--- src/rtl/branch_predictor.sv ---
// Direct-mapped branch target buffer with saturating direction counters.
// Combinational next-PC lookup for fetch, trained from MEM with resolved outcomes.
module branch_predictor #(
  parameter int unsigned ENTRIES = 16,
  parameter int unsigned CTR_W   = 2,
  parameter int unsigned PERF_W  = 32
) (
  input  logic              CLK,
  input  logic              RST,
  input  logic [31:0]       lookup_pc,
  output logic              pred_hit,
  output logic              pred_taken,
  output logic [31:0]       pred_target,
  input  logic              upd_en,
  input  logic [31:0]       upd_pc,
  input  logic              upd_taken,
  input  logic [31:0]       upd_target,
  input  logic              upd_pred_taken,
  input  logic [31:0]       upd_pred_target,
  output logic              mispredict,
  input  logic              flush,
  output logic [PERF_W-1:0] perf_branches,
  output logic [PERF_W-1:0] perf_mispredicts
);

  localparam int unsigned IDX_W = $clog2(ENTRIES);
  localparam int unsigned TAG_W = 30 - IDX_W;
  localparam logic [CTR_W-1:0] CTR_INIT = CTR_W'(1) << (CTR_W - 1);

  logic [ENTRIES-1:0] valid_q;
  logic [TAG_W-1:0]   tag_q [ENTRIES];
  logic [31:0]        tgt_q [ENTRIES];
  logic [CTR_W-1:0]   ctr_q [ENTRIES];

  logic [IDX_W-1:0] lk_idx, up_idx;
  logic [TAG_W-1:0] lk_tag, up_tag;
  logic             up_hit;
  logic             unused_pc_bits;

  assign lk_idx = lookup_pc[IDX_W+1:2];
  assign lk_tag = lookup_pc[31:IDX_W+2];
  assign up_idx = upd_pc[IDX_W+1:2];
  assign up_tag = upd_pc[31:IDX_W+2];
  assign unused_pc_bits = ^upd_pc[1:0];

  // Lookup sees pre-update contents; outputs are forced to fall-through while in reset.
  always_comb begin
    pred_hit    = !RST && valid_q[lk_idx] && (tag_q[lk_idx] == lk_tag);
    pred_taken  = pred_hit && ctr_q[lk_idx][CTR_W-1];
    pred_target = pred_taken ? tgt_q[lk_idx] : lookup_pc + 32'd4;
  end

  assign up_hit     = valid_q[up_idx] && (tag_q[up_idx] == up_tag);
  assign mispredict = upd_en && ((upd_taken != upd_pred_taken) ||
                                 (upd_taken && (upd_target != upd_pred_target)));

  always_ff @(posedge CLK) begin
    if (RST) begin
      valid_q          <= '0;
      tag_q            <= '{default: '0};
      tgt_q            <= '{default: '0};
      ctr_q            <= '{default: '0};
      perf_branches    <= '0;
      perf_mispredicts <= '0;
    end else begin
      // Counters observe every accepted update, even one cancelled by flush.
      if (upd_en) begin
        if (!(&perf_branches))
          perf_branches <= perf_branches + PERF_W'(1);
        if (mispredict && !(&perf_mispredicts))
          perf_mispredicts <= perf_mispredicts + PERF_W'(1);
      end

      if (flush) begin
        valid_q <= '0;
      end else if (upd_en) begin
        if (up_hit) begin
          if (upd_taken) begin
            if (!(&ctr_q[up_idx]))
              ctr_q[up_idx] <= ctr_q[up_idx] + CTR_W'(1);
            tgt_q[up_idx] <= upd_target;
          end else if (|ctr_q[up_idx]) begin
            ctr_q[up_idx] <= ctr_q[up_idx] - CTR_W'(1);
          end
        end else if (upd_taken) begin
          valid_q[up_idx] <= 1'b1;
          tag_q[up_idx]   <= up_tag;
          tgt_q[up_idx]   <= upd_target;
          ctr_q[up_idx]   <= CTR_INIT;
        end
      end
    end
  end

endmodule

--- config.mk ---
export PLATFORM = sky130hd
export DESIGN_NAME = branch_predictor
export DESIGN_NICKNAME = d
export VERILOG_FILES = /design/src/rtl/branch_predictor.sv
export SDC_FILE = /design/constraint.sdc
export NUM_CORES = 2
export LEC_CHECK = 0
export BUFFER_PORTS_ARGS = -buffer_cell sky130_fd_sc_hd__buf_4
export CAP_MARGIN = 20
export CORE_UTILIZATION = 26
export DETAILED_ROUTE_END_ITERATION = 16
export PLACE_DENSITY_LB_ADDON = 0.1
export SYNTH_ARGS = -nofsm -noshare
export SYNTH_HDL_FRONTEND = slang
export SYNTH_SLANG_ARGS = --single-unit
--- constraint.sdc ---
create_clock -name CLK -period 3.5 [get_ports CLK]
set_input_delay 0.35 -clock CLK [delete_from_list [all_inputs] [get_ports CLK]]
set_output_delay 0.35 -clock CLK [all_outputs]
set_load 0.05 [all_outputs]
# Word-level counts from Yosys, hierarchy flattened
# Index checks and enable logic that the tools add are counted.
totals:
  input_bits: 134
  regBits: 1040
  out_inout_bits: 99
op_classes:
  add_sub_neg: 5
  order_cmp: 6
  eq_ne: 5
  bitwise: 9
  n_reduce_logical: 25
  muxes: 37
op_table:
  columns: ["operator", "count"]
  rows:
  - ["$bwmux 512", 1]
  - ["$bwmux 416", 1]
  - ["$mux 32", 9]
  - ["$bmux 26 s4", 2]
  - ["$mux 26", 5]
  - ["$bmux 32 s4", 1]
  - ["$demux 32 s4", 1]
  - ["$demux 26 s4", 1]
  - ["$add 32x1->32 const B", 2]
  - ["$bwmux 32", 2]
  - ["$reduce_and 32->1", 2]
  - ["$eq 26x26->1", 2]
  - ["$add 32x3->32 const B", 1]
  - ["$ne 32x32->1", 1]
  - ["$or 16x16->16", 2]
  - ["$and 16x16->16", 1]
  - ["$bmux 2 s4", 2]
  - ["$not 16->16", 1]
  - ["$ge 5x5->1 const B", 2]
  - ["$lt 4x5->1 const B", 2]
  - ["$mux 2", 5]
  - ["$not 4->5", 2]
  - ["$logic_and 1x1->1", 9]
  - ["$bmux 1 s4", 2]
  - ["other kinds (18)", 28]

# Depth between registers and ports, before layout
depth:
  word_depth: 9
  mapped_depth: 17
  ltp_nobuf: 10

# Least setup slack after synthesis
# OpenSTA, ideal clock, no wires.
synth_path:
  path_type: "input -> output"
  from: "input port lookup_pc[2]"
  to: "output port pred_taken"
  stages: 12
  path_buffers: 3
  required_ns: 3.150
  t_arrival_ns: 5.292
  setup_slack_ns: -2.142
  cell_sequence: "buf_2 > buf_2 > buf_2 > mux4_2 > mux2i_1 > mux2i_1 > xor2_1 > nor4_1 > nand4b_1 > or4b_1 > nor4_1 > nor2b_1"
synth_between:
  elab_chain_cells: 7
synth_rtl:
  columns: ["element", "line_no", "source"]
  rows:
  - ["from (decl)", "10", "input logic [31:0] lookup_pc,"]
  - ["$not 4->5 (implied by the code)", "48", "pred_hit = !RST && valid_q[lk_idx] && (tag_q[lk_idx] == lk_tag);"]
  - ["$bmux 26 s4", "48", null]
  - ["$mux 26 (implied by the code) (2 in a row)", "48", null]
  - ["$eq 26x26->1", "48", null]
  - ["$logic_and 1x1->1 *", "48", null]
  - ["via pred_hit", "11", "output logic pred_hit,"]
  - ["$logic_and 1x1->1 *", "49", "pred_taken = pred_hit && ctr_q[lk_idx][CTR_W-1];"]
  - ["to (decl)", "12", "output logic pred_taken,"]
# The timed path passes the listed nets; every way through them passes the cells marked *. The select of a mux whose other input is x is not followed.

# Worst setup path after layout
layout_path:
  from: "register tag_q[13] in the netlist's numbering"
  to: "output port pred_target[22]"
layout_between:
  elab_chain_cells: 7
layout_rtl:
  columns: ["element", "line_no", "source"]
  rows:
  - ["from (decl)", "31", "logic [TAG_W-1:0] tag_q [ENTRIES];"]
  - ["from (signal, indexed assignment)", "87", "tag_q[up_idx] <= up_tag;"]
  - ["$bmux 26 s4", "48", null]
  - ["$mux 26 (implied by the code) (2 in a row)", "48", null]
  - ["$eq 26x26->1", "48", null]
  - ["$logic_and 1x1->1", "48", null]
  - ["$logic_and 1x1->1", "49", null]
  - ["$mux 32", "50", "pred_target = pred_taken ? tgt_q[lk_idx] : lookup_pc + 32'd4;"]
  - ["to (decl)", "13", "output logic [31:0] pred_target,"]
# No other way between the ends. The select of a mux whose other input is x is not followed.

==> out/results.txt <==
The flow ran to the end, but the final reports show violations. The final reports fail on setup timing. In the synthesized netlist the async set-or-reset flop fraction comes to 0%. The analysis attributes to cell leakage a power of 22.66 nW. After detailed routing, the number of vias per cell comes to 5.426. The logs give 1,040 for the number of clock sinks and 27.49% for the worst slew margin relative to its limit.

The worst register-to-register path has a setup slack of -0.17 ns. The share of the synthesized area in the top cell type was 40.34%; the die height was 447.5 um. Via count of the first global-routing pass: 45,550. The worst setup skew after layout is 0.04900 ns.

The tightest min-delay check is of the primary input to flip-flop type. Yosys mapped the design onto 67 distinct sky130hd cell types. The number of optimization iterations in the first detailed-route pass was 6. Setup violations remaining at the end of the flow were counted as 404. The critical path endpoint category is an output port. Sorting the synthesized cells by area gives the leading types as dfxtp_1 40%, mux4_2 16%, a21oi_1 9.4%, nand2_1 8.1%, nand3_1 4.5%. The most common cell in the synthesized netlist is nand2_1. Row generation in the floorplan step produced 163 rows. For the max-capacitance violation count, the log shows 0.

By count the netlist is led by 1,108 x nand2_1, 1,040 x dfxtp_1, 970 x a21oi_1. The run gives 0.4794 mV as the worst ir drop on vdd. The total power density per cell area works out to 421.9 mW/mm2. The logs give 233 for the I/O pin count and -0.8093 ns for the final critical-path setup slack. The count of endpoints failing hold in the final timing report was 0. The tools report the cell at the root of the clock tree as clkbuf_16.

Library cell contributing the largest single delay on the critical path: mux4_2. The endpoint identified for the worst register-to-register timing path is tag_q[186]. The startpoint of the worst-slack reg-to-reg timing path was tag_q[213]. Counting stages on the worst path, the most repeated cell is mux4_2. In this run the remaining antenna-violating nets after routing total 0. The number of synthesized flops with an enable pin is 0, and the number of antenna violations at the first check in global routing is 13. The Yosys step of the flow raised 0 warnings. The routed length per placed instance came out at 28.90 um. STA classifies the critical path startpoint as a flip-flop. In the final layout, the share of cells above drive strength 1 is 25.36%. For the iteration-0 DRC count of the detailed router, the log shows 4,950. The tools report the end of the critical path as pred_target[22]. The worst reg2reg path depth was 16. The post-layout minimum cycle time works out to 4.309 ns. TritonCTS built the clock tree. Data arrives at the worst endpoint at 3.96 ns. The die width was 447.5 um; the clock tree buffer depth was 3.

Along the worst path, the maximum fanout reaches 8. For the data required time at the worst endpoint, the log shows 3.15 ns. The first-pass GRT wire length is 348.3 mm. The placed instance count was 8,473; the placeable core region was 0.1972 mm2. For this run, the post-layout net count is 6,277.

Summed over all failing endpoints, the final setup total negative slack is -49.45 ns. Entering global routing, the biggest net connects 191 pins. In this design, the stage delay of the slowest critical-path cell is 0.54 ns. The number of nets handed over by synthesis was 5,979.

The initial utilization of the core area, before any placement, comes to 26.17%. Detailed routing inserted a total of 48,240 vias. Wires add up to 257.0 mm. The overall power of the completed layout is 28.37 mW, and the flip-flop and latch count after synthesis is 1,040.

For the worst hold-check slack, the log shows 0.07562 ns. The filler-free cell count of the finished design was 8,890; the maximum clock frequency was 232.1 MHz. Across every metal layer, demand over resource in global routing totals 23.87%. Port buffering added 230 buffers. The logs give 0 for the post-detailed-route DRC marker count and 0 for the leftover overflow at the end of global routing. Routability-driven placement finished with a final weighted congestion of 0.8362. The die covers 0.2003 mm2. The biggest area contributor in the post-synthesis netlist is dfxtp_1.

Synthesized area per cell: 8.837 um2. Of the available clock period, the critical path in the final layout requires 123.1%. The synthesized cell area was 0.05161 mm2. The synthesized netlist cell count came out at 5,840. The share of the Yosys chip area taken by registers is 40.34%. The HPWL reported at the end of detailed placement was 146.8 mm; the slew of the pin with the lowest slew margin was 1.088 ns. The deepest level of the CTS H-tree came out at 4. After filler insertion, the fill cell instance count of the layout stands at 20,160. Walking the worst path, the cells encountered are mux4_2 -> mux4_2 -> xnor2_1 -> nand3_1 -> nor3_2 -> nor4b_4 -> buf_12 -> clkbuf_16 -> mux2_2 -> buf_6. The area growth from synthesis to layout is 30.30%, and the clock transition at the registers of the reported paths is 0.06 ns. Tracing the worst setup path back leads to its startpoint at tag_q[13]. The run gives 135 as the CTS buffer count. Count of final max-slew check failures: 0. The critical path class is flip-flop to output port.

Predominant post-synthesis flop cell: dfxtp_1. Latest clock arrival within the worst-skew pair: 0.82 ns. Setup repair after global routing could not meet its margin everywhere.
==> worst min-delay path by stage <==
| stage | startpoint | cells after the start | slack (ns) | to |
|---|---|---|---|---|
| floorplan | tgt_q[160] | 2 | 0.43 | tgt_q[160] |
| global placement | tgt_q[36] | 2 | 0.44 | tgt_q[36] |
| detailed placement | tgt_q[182] | 2 | 0.44 | tgt_q[182] |
| CTS | upd_target[6] | 4 | 0.01 | tgt_q[6] |
| global route | upd_target[6] | 4 | 0.06 | tgt_q[486] |
| finish | upd_target[6] | 4 | 0.08 | tgt_q[166] |
==> per-layer routing <==
layer / wire length, um / global-route usage, % / part of all wire [%]
met1: 111900 / 32.04 / 44
met4: 9078 / 7.616 / 3.5
met2: 121900 / 39.61 / 47
met3: 14070 / 2.917 / 5.5
met5: 33 / 0 / 0.013
==> cell usage in the layout, fill, tap and decap left out, types with 22 or more instances in the layout <==
| master | synthesis | final |
|---|---|---|
| a21oi_1 | 970 | 940 |
| a21oi_2 | 0 | 30 |
| buf_12 | 2 | 114 |
| buf_4 | 16 | 504 |
| buf_6 | 8 | 25 |
| buf_8 | 0 | 46 |
| clkbuf_1 | 477 | 38 |
| clkbuf_16 | 0 | 190 |
| clkbuf_8 | 0 | 33 |
| dfxtp_1 | 1040 | 1034 |
| dlygate4sd3_1 | 0 | 55 |
| mux2_4 | 0 | 25 |
| mux2i_1 | 136 | 130 |
| mux4_2 | 378 | 379 |
| nand2_1 | 1108 | 1095 |
| nand2b_1 | 30 | 29 |
| nand3_1 | 462 | 387 |
| nand3_2 | 0 | 71 |
| nand4_1 | 37 | 37 |
| nor2_1 | 125 | 109 |
| nor3_1 | 25 | 22 |
| o21ai_0 | 435 | 324 |
| o21ai_1 | 1 | 99 |
| xnor2_1 | 68 | 63 |
| xor2_1 | 91 | 90 |
==> state kept, by name, indices dropped and copies added, names as in the netlist <==
signal	cells
ctr_q	32
perf_branches	32
valid_q	16
tgt_q	512
tag_q	416
perf_mispredicts	32
==> cells by family after synthesis <==
logic type	share of synthesized area, %
adders and majority gates	0.1212
muxes	20.32
xor gates and xnor gates	2.698
buffers and inverters	5.368
DFF	40.34
AOI/OAI and AO/OA	15.22
and+or+nand+nor	15.93
==> critical path: cells and delay by family (launching register included) <==
kind,cells,cell delay [ns]
xor gates and xnor gates,1,0.30
and+or+nand+nor,3,0.63
muxes,3,1.34
DFF,1,0.32
buffers and inverters,3,0.53
==> layout make-up <==
cell class	instances	area, um2	share of cell area [%]
Sequential cell	1040	20830	30.97
Timing Repair Buffer	818	9468	14.08
Tap cell	2640	3303	4.912
Clock buffer	207	4023	5.982
Antenna cell	8	20.02	0.02977
Inverter	19	71.32	0.1061
Multi-Input combinational cell	4124	29150	43.34
Clock inverter	34	389.1	0.5786
==> timing repair <==
| item | 4_1_cts | 5_1_grt |
|---|---|---|
| gates resized for setup | 71 | 367 |
| endpoints found under the hold margin | 867 | 0 |
| hold buffers | 55 | 0 |
| buffers inserted | 3 | 30 |
| gates cloned | 2 | 78 |
| pin swaps | 5 | 160 |
| endpoints found under the setup margin | 110 | 417 |
==> through the flow <==
step                worst slack, ns  instance area [um2]  utilization [%]
floorplan                   -0.4487                51850                -
global placement            -0.6558                58790            29.81
detailed placement          -0.6706                58790            29.81
CTS                         -0.9126                64100            32.50
global route                -0.8906                67240            34.10
finish                      -0.8093                67250            34.10
==> power breakdown <==
part | internal (mW) | switching [mW]
Clock | 8.19 | 5.95
Combinational | 0.840 | 1.47
Sequential | 11.9 | 0.0375
Total | 20.9 | 7.46
No activity file was read; power rests on OpenSTA's default activity.
